### src/rtl/chan_scan_pkg.sv
// Shared types and constants for the channel scan sequencer.
// The optional blanking cycle between channels is enabled with SCAN_BLANK_EN.
package chan_scan_pkg;
  localparam int NUM_CHAN = 8;
  localparam int CHAN_W   = 3;

  typedef enum logic [1:0] {
    IDLE  = 2'd0,
    DWELL = 2'd1,
    BLANK = 2'd2
  } scan_state_e;
endpackage

### src/rtl/chan_next_sel.sv
// Combinational next-enabled-channel finder: lowest enabled channel above cur,
// otherwise wrap to the lowest enabled channel overall.
module chan_next_sel
  import chan_scan_pkg::*;
(
  input  logic [NUM_CHAN-1:0] mask,
  input  logic [CHAN_W-1:0]   cur,
  output logic [CHAN_W-1:0]   nxt,
  output logic                wrap
);
  logic [CHAN_W-1:0] above;
  logic [CHAN_W-1:0] lowest;
  logic              hit;

  // Descending scan so the last match written is the lowest qualifying bit.
  always_comb begin
    above  = '0;
    lowest = '0;
    hit    = 1'b0;
    for (int i = NUM_CHAN-1; i >= 0; i--) begin
      if (mask[i]) begin
        lowest = CHAN_W'(i);
        if (i > int'(cur)) begin
          above = CHAN_W'(i);
          hit   = 1'b1;
        end
      end
    end
  end

  assign wrap = ~hit;
  assign nxt  = hit ? above : lowest;
endmodule

### src/rtl/chan_scan_seq.sv
// Channel scan sequencer feeding the 3-to-8 decoder; dwells on each enabled
// channel in ascending order. SCAN_BLANK_EN inserts a blank cycle per change.
module chan_scan_seq
  import chan_scan_pkg::*;
#(
  parameter int DWELL_W = 8
) (
  input  logic                clk,
  input  logic                rst_n,
  input  logic                start,
  input  logic                stop,
  input  logic                mode_cont,
  input  logic [NUM_CHAN-1:0] chan_mask,
  input  logic [DWELL_W-1:0]  dwell,
  output logic                sel_a,
  output logic                sel_b,
  output logic                sel_c,
  output logic                sel_valid,
  output logic                busy,
  output logic                scan_done
);
  scan_state_e         state;
  logic [NUM_CHAN-1:0] mask_r;
  logic [DWELL_W-1:0]  dwell_r;
  logic                cont_r;
  logic [DWELL_W-1:0]  cnt;
  logic [CHAN_W-1:0]   cur_ch;
  logic [CHAN_W-1:0]   sel_r;

  logic [NUM_CHAN-1:0] srch_mask;
  logic [CHAN_W-1:0]   srch_cur;
  logic [CHAN_W-1:0]   nxt_ch;
  logic                nxt_wrap;
  logic [DWELL_W-1:0]  dwell_eff;
  logic                go;

  // One finder serves both searches: from IDLE, cur=7 always wraps to the
  // lowest channel of the incoming mask.
  assign srch_mask = (state == IDLE) ? chan_mask : mask_r;
  assign srch_cur  = (state == IDLE) ? CHAN_W'(NUM_CHAN-1) : cur_ch;

  chan_next_sel u_next (
    .mask (srch_mask),
    .cur  (srch_cur),
    .nxt  (nxt_ch),
    .wrap (nxt_wrap)
  );

  assign dwell_eff = (dwell == '0) ? DWELL_W'(1) : dwell;
  assign go        = start && !stop && (chan_mask != '0);

  always_ff @(posedge clk or negedge rst_n) begin
    if (!rst_n) begin
      state     <= IDLE;
      mask_r    <= '0;
      dwell_r   <= '0;
      cont_r    <= 1'b0;
      cnt       <= '0;
      cur_ch    <= '0;
      sel_r     <= '0;
      sel_valid <= 1'b0;
      busy      <= 1'b0;
      scan_done <= 1'b0;
    end else begin
      scan_done <= 1'b0;
      case (state)
        IDLE: begin
          sel_r     <= '0;
          sel_valid <= 1'b0;
          busy      <= 1'b0;
          if (go) begin
            state     <= DWELL;
            mask_r    <= chan_mask;
            dwell_r   <= dwell_eff;
            cont_r    <= mode_cont;
            cnt       <= dwell_eff - DWELL_W'(1);
            cur_ch    <= nxt_ch;
            sel_r     <= nxt_ch;
            sel_valid <= 1'b1;
            busy      <= 1'b1;
          end
        end
        DWELL: begin
          if (stop) begin
            state     <= IDLE;
            sel_r     <= '0;
            sel_valid <= 1'b0;
            busy      <= 1'b0;
          end else if (cnt != '0) begin
            cnt <= cnt - DWELL_W'(1);
          end else if (nxt_wrap && !cont_r) begin
            state     <= IDLE;
            sel_r     <= '0;
            sel_valid <= 1'b0;
            busy      <= 1'b0;
            scan_done <= 1'b1;
          end else begin
            cur_ch    <= nxt_ch;
            scan_done <= nxt_wrap;
`ifdef SCAN_BLANK_EN
            state     <= BLANK;
            sel_r     <= '0;
            sel_valid <= 1'b0;
`else
            cnt       <= dwell_r - DWELL_W'(1);
            sel_r     <= nxt_ch;
`endif
          end
        end
`ifdef SCAN_BLANK_EN
        BLANK: begin
          if (stop) begin
            state     <= IDLE;
            sel_r     <= '0;
            sel_valid <= 1'b0;
            busy      <= 1'b0;
          end else begin
            state     <= DWELL;
            cnt       <= dwell_r - DWELL_W'(1);
            sel_r     <= cur_ch;
            sel_valid <= 1'b1;
          end
        end
`endif
        default: begin
          state     <= IDLE;
          sel_r     <= '0;
          sel_valid <= 1'b0;
          busy      <= 1'b0;
        end
      endcase
    end
  end

  assign sel_a = sel_r[2];
  assign sel_b = sel_r[1];
  assign sel_c = sel_r[0];
endmodule
### config.mk
export PLATFORM = sky130hd
export DESIGN_NAME = chan_scan_seq
export DESIGN_NICKNAME = d
export VERILOG_FILES = /design/src/rtl/chan_scan_pkg.sv /design/src/rtl/chan_next_sel.sv /design/src/rtl/chan_scan_seq.sv
export SDC_FILE = /design/constraint.sdc
export NUM_CORES = 1
export LEC_CHECK = 0
export BUFFER_PORTS_ARGS = -buffer_cell sky130_fd_sc_hd__buf_2
export CAP_MARGIN = 20
export CORE_ASPECT_RATIO = 1.1
export CORE_MARGIN = 5
export CORE_UTILIZATION = 40
export DETAILED_ROUTE_END_ITERATION = 7
export PLACE_DENSITY_LB_ADDON = 0.1
export SYNTH_ARGS = -nofsm -noshare
export SYNTH_HDL_FRONTEND = slang
export SYNTH_HIERARCHICAL = 1
export SYNTH_SLANG_ARGS = --single-unit
### constraint.sdc
create_clock -name clk -period 3.3 [get_ports clk]
set_input_delay 0.66 -clock clk [delete_from_list [all_inputs] [get_ports clk]]
set_output_delay 0.66 -clock clk [all_outputs]
set_load 0.02 [all_outputs]
==> out/summary.txt <==
Setup CP Type: register to register
GRT overflow: 0
worst hold path type: input pin to async pin
Commonest cells post-synth: 34 x dfrtp_1, 25 x mux2_2, 23 x nand2_1
RSZ-0062 raised after global routing: no
Max stage delay on crit path: 690 ps
relative slew slack: 48.9%
DR DRC count: 0
Post-synth ARST share: 100%
Post CTS Setup Buffer Count: 0
cell with the most instances after synthesis: dfrtp_1
clock skew: 13.0 ps
CP cell instances: nand2b_1 -> inv_1 -> a21oi_1 -> o31ai_1 -> nor2_1 -> nor2b_1 -> nand2b_1 -> a21o_1 -> mux2_2
final setup fails: 0
synth warn: 6
CP endpoint kind: register
largest net degree at the start of global routing: 35
Vias/cell: 5.59
initial antenna violation count: 0
Worst Path Arrival: 2860 ps
Root Driver: clkbuf_8
post-route cell area: 2370 µm²
Top delay family on crit path: compound AO/OA/AOI/OAI gates
NetSw: 0.533 mW
Reg clk slew, reported paths: 80 ps
NumNets Final: 260
clk buf depth: 2
clk sinks: 34
min cycle time layout: 2690 ps
IO Pins: 27
GR Util met2: 27.5%
Sw Share: 36.2%
Gate power share: 35.8%
Ant. Diodes: 0
Slew @ Worst Pin: 766 ps
Tot GR Track Use: 15.0%
TritonCTS Buffers: 5
Fmax: 0.372 GHz
CP max stage cell: dfrtp_1
Critical Path RT: 3470 ps
Seq pwr share: 42.1%
Syn Area/Cell: 9.99 µm²
cell count after synthesis: 212
Avg WL per Cell: 15.9 µm
core region area: 5070 µm²
period utilization: 81.5%
hold buffer count at CTS: 0
Synth Cell Area: 2120 µm²
Final Slew Violations: 0
top cells by area, synth: dfrtp_1 40%, mux2_2 13%, nand2_1 4.1%
Crit Path Max Fanout: 15
Top Usage Layer GRT: met2
CTS tree: built
most used cell, CP: nand2b_1
height of the die: 86.3 µm
first-pass GRT wire length: 8070 µm
leakage: 1.05 nW
CTS resizes: 0
pwr/cell area: 619 nW/µm²
Initial Util: 41.8%
PortBufs: 26
ys flop type: dfrtp_1
fraction of layout cells with a size suffix above 1: 31.0%
Synth Net Count: 234
WHS: 436 ps
GR Layer Usage met1: 16.5%
top-area cell type share of the netlist area: 40.2%
cell-internal power: 0.937 mW
Yosys top cell by area: dfrtp_1
routability cong.: 0.855
CP Buf/Inv Count: 1
setup TNS: 0 ps
Antenna Nets Post-Route: 0
Fillers: 493
Area Growth Syn to Fin: 12.0%
Skew-Pair Late Insertion Delay: 290 ps
HPWL after DPL: 3530 µm
status: finished, final reports clean
Detailed Route WL: 4720 µm
sequential share of the synthesized area: 40.2%
Placed Area: 2280 µm²
GRT met3 Usage: 3.95%
detailed router's first-iteration violation count: 57
worst vdd ir: 0.000213 V
number of synthesized flops with an enable pin: 0
final core utilization: 46.8%
Clock power frac: 22.1%
iteration count of the initial detailed-routing pass: 4
die width: 79.4 µm
H-Tree Depth: 2
full die area: 6850 µm²
Worst setup SP type: register
Synth Register Bits: 34
Hold Vio Cnt, Final: 0
FP Rows: 27
vias in the first global route: 1702
via count: 1660
Yosys cell types: 64
Max Cap Viol: 0
-- through the flow --
step | worst slack, ps | power [mW] | instances
final | 612 | 1.47 | 297
after global routing | 367 | 1.59 | 297
after CTS | 582 | 1.49 | 297
after detailed placement | 607 | 1.15 | 289
after global placement | 681 | 1.16 | 289
after floorplan | 452 | 1.03 | 212
-- sequential cells by signal, indices dropped and copies added, names as in the netlist --
register   count
mask_r         8
cur_ch         3
cnt            8
sel_r          3
busy           1
state          1
cont_r         1
dwell_r        8
scan_done      1
-- routing by layer --
layer,vias to the layer above,wire length [µm]
li1,830,-
met2,25,2510
met3,11,172
met5,-,0
met1,794,1920
met4,0,108
-- worst register-to-register path: cells and delay by family (launching register included) --
family | cells | cell delay (ps)
AOI/OAI and AO/OA | 3 | 760
and+or+nand+nor | 4 | 730
muxes | 1 | 290
DFF | 1 | 690
buffers and inverters | 1 | 110
-- cells in the final DEF, fill, tap and decap left out, types with 2 or more instances in the layout --
| cell type | synthesis | layout |
|---|---|---|
| nand3_1 | 2 | 2 |
| mux2i_1 | 2 | 2 |
| xnor2_1 | 5 | 5 |
| mux2_2 | 25 | 25 |
| clkbuf_8 | 0 | 6 |
| nand2_1 | 23 | 23 |
| nand2b_1 | 6 | 6 |
| dfrtp_1 | 34 | 34 |
| and2_1 | 2 | 2 |
| a221o_1 | 3 | 3 |
| nor2_1 | 10 | 10 |
| o21ai_2 | 2 | 2 |
| a21oi_1 | 7 | 7 |
| buf_4 | 2 | 2 |
| a31oi_1 | 2 | 2 |
| and3_1 | 2 | 2 |
| buf_2 | 2 | 26 |
| o31ai_1 | 3 | 3 |
| inv_1 | 10 | 10 |
| nor3_1 | 6 | 6 |
| nor2b_1 | 5 | 5 |
| nor4_1 | 4 | 4 |
| o21ai_0 | 11 | 11 |
-- power by group through the flow --
stage | Clock, mW | Combinational (mW) | Sequential (mW)
2_1_floorplan | 0 | 0.425 | 0.602
3_3_place_gp | 0 | 0.525 | 0.631
3_5_place_dp | 0 | 0.525 | 0.629
4_1_cts | 0.340 | 0.528 | 0.621
5_1_grt | 0.361 | 0.591 | 0.635
6_report | 0.324 | 0.526 | 0.619
-- cells by family after synthesis --
family	count (synthesis)	share of synthesized area (%)
buf+inv	19	4.55
mux	27	14.2
fa+ha+maj	1	0.591
simple gates	71	18.1
compound gates	54	19.8
xor+xnor	6	2.48
flops	34	40.2
-- layout make-up --
| class | instances | area, µm² | area share, % |
|---|---|---|---|
| clock buffers | 6 | 82.6 | 3.48 |
| clock inverters | 2 | 12.5 | 0.527 |
| inverters | 10 | 37.5 | 1.58 |
| multi-input cells | 159 | 1170 | 49.4 |
| flip-flops and latches | 34 | 851 | 35.9 |
| well taps | 58 | 72.6 | 3.06 |
| repair buffers | 28 | 145 | 6.12 |
-- final timing paths --
| path | slack, ps | from | depth (start not counted) | endpoint |
|---|---|---|---|---|
| max reg2reg | 610 | state[0] | 9 | cur_ch[2] |
| min | 440 | rst_n | 1 | dwell_r[2] |
| max | 610 | state[0] | 9 | cur_ch[2] |
| max in group asynchronous | 2360 | rst_n | 1 | busy |
| min reg2reg | 480 | mask_r[1] | 2 | mask_r[1] |
| min in group clk | 480 | mask_r[1] | 2 | mask_r[1] |
(Power assumes the default switching activity.)
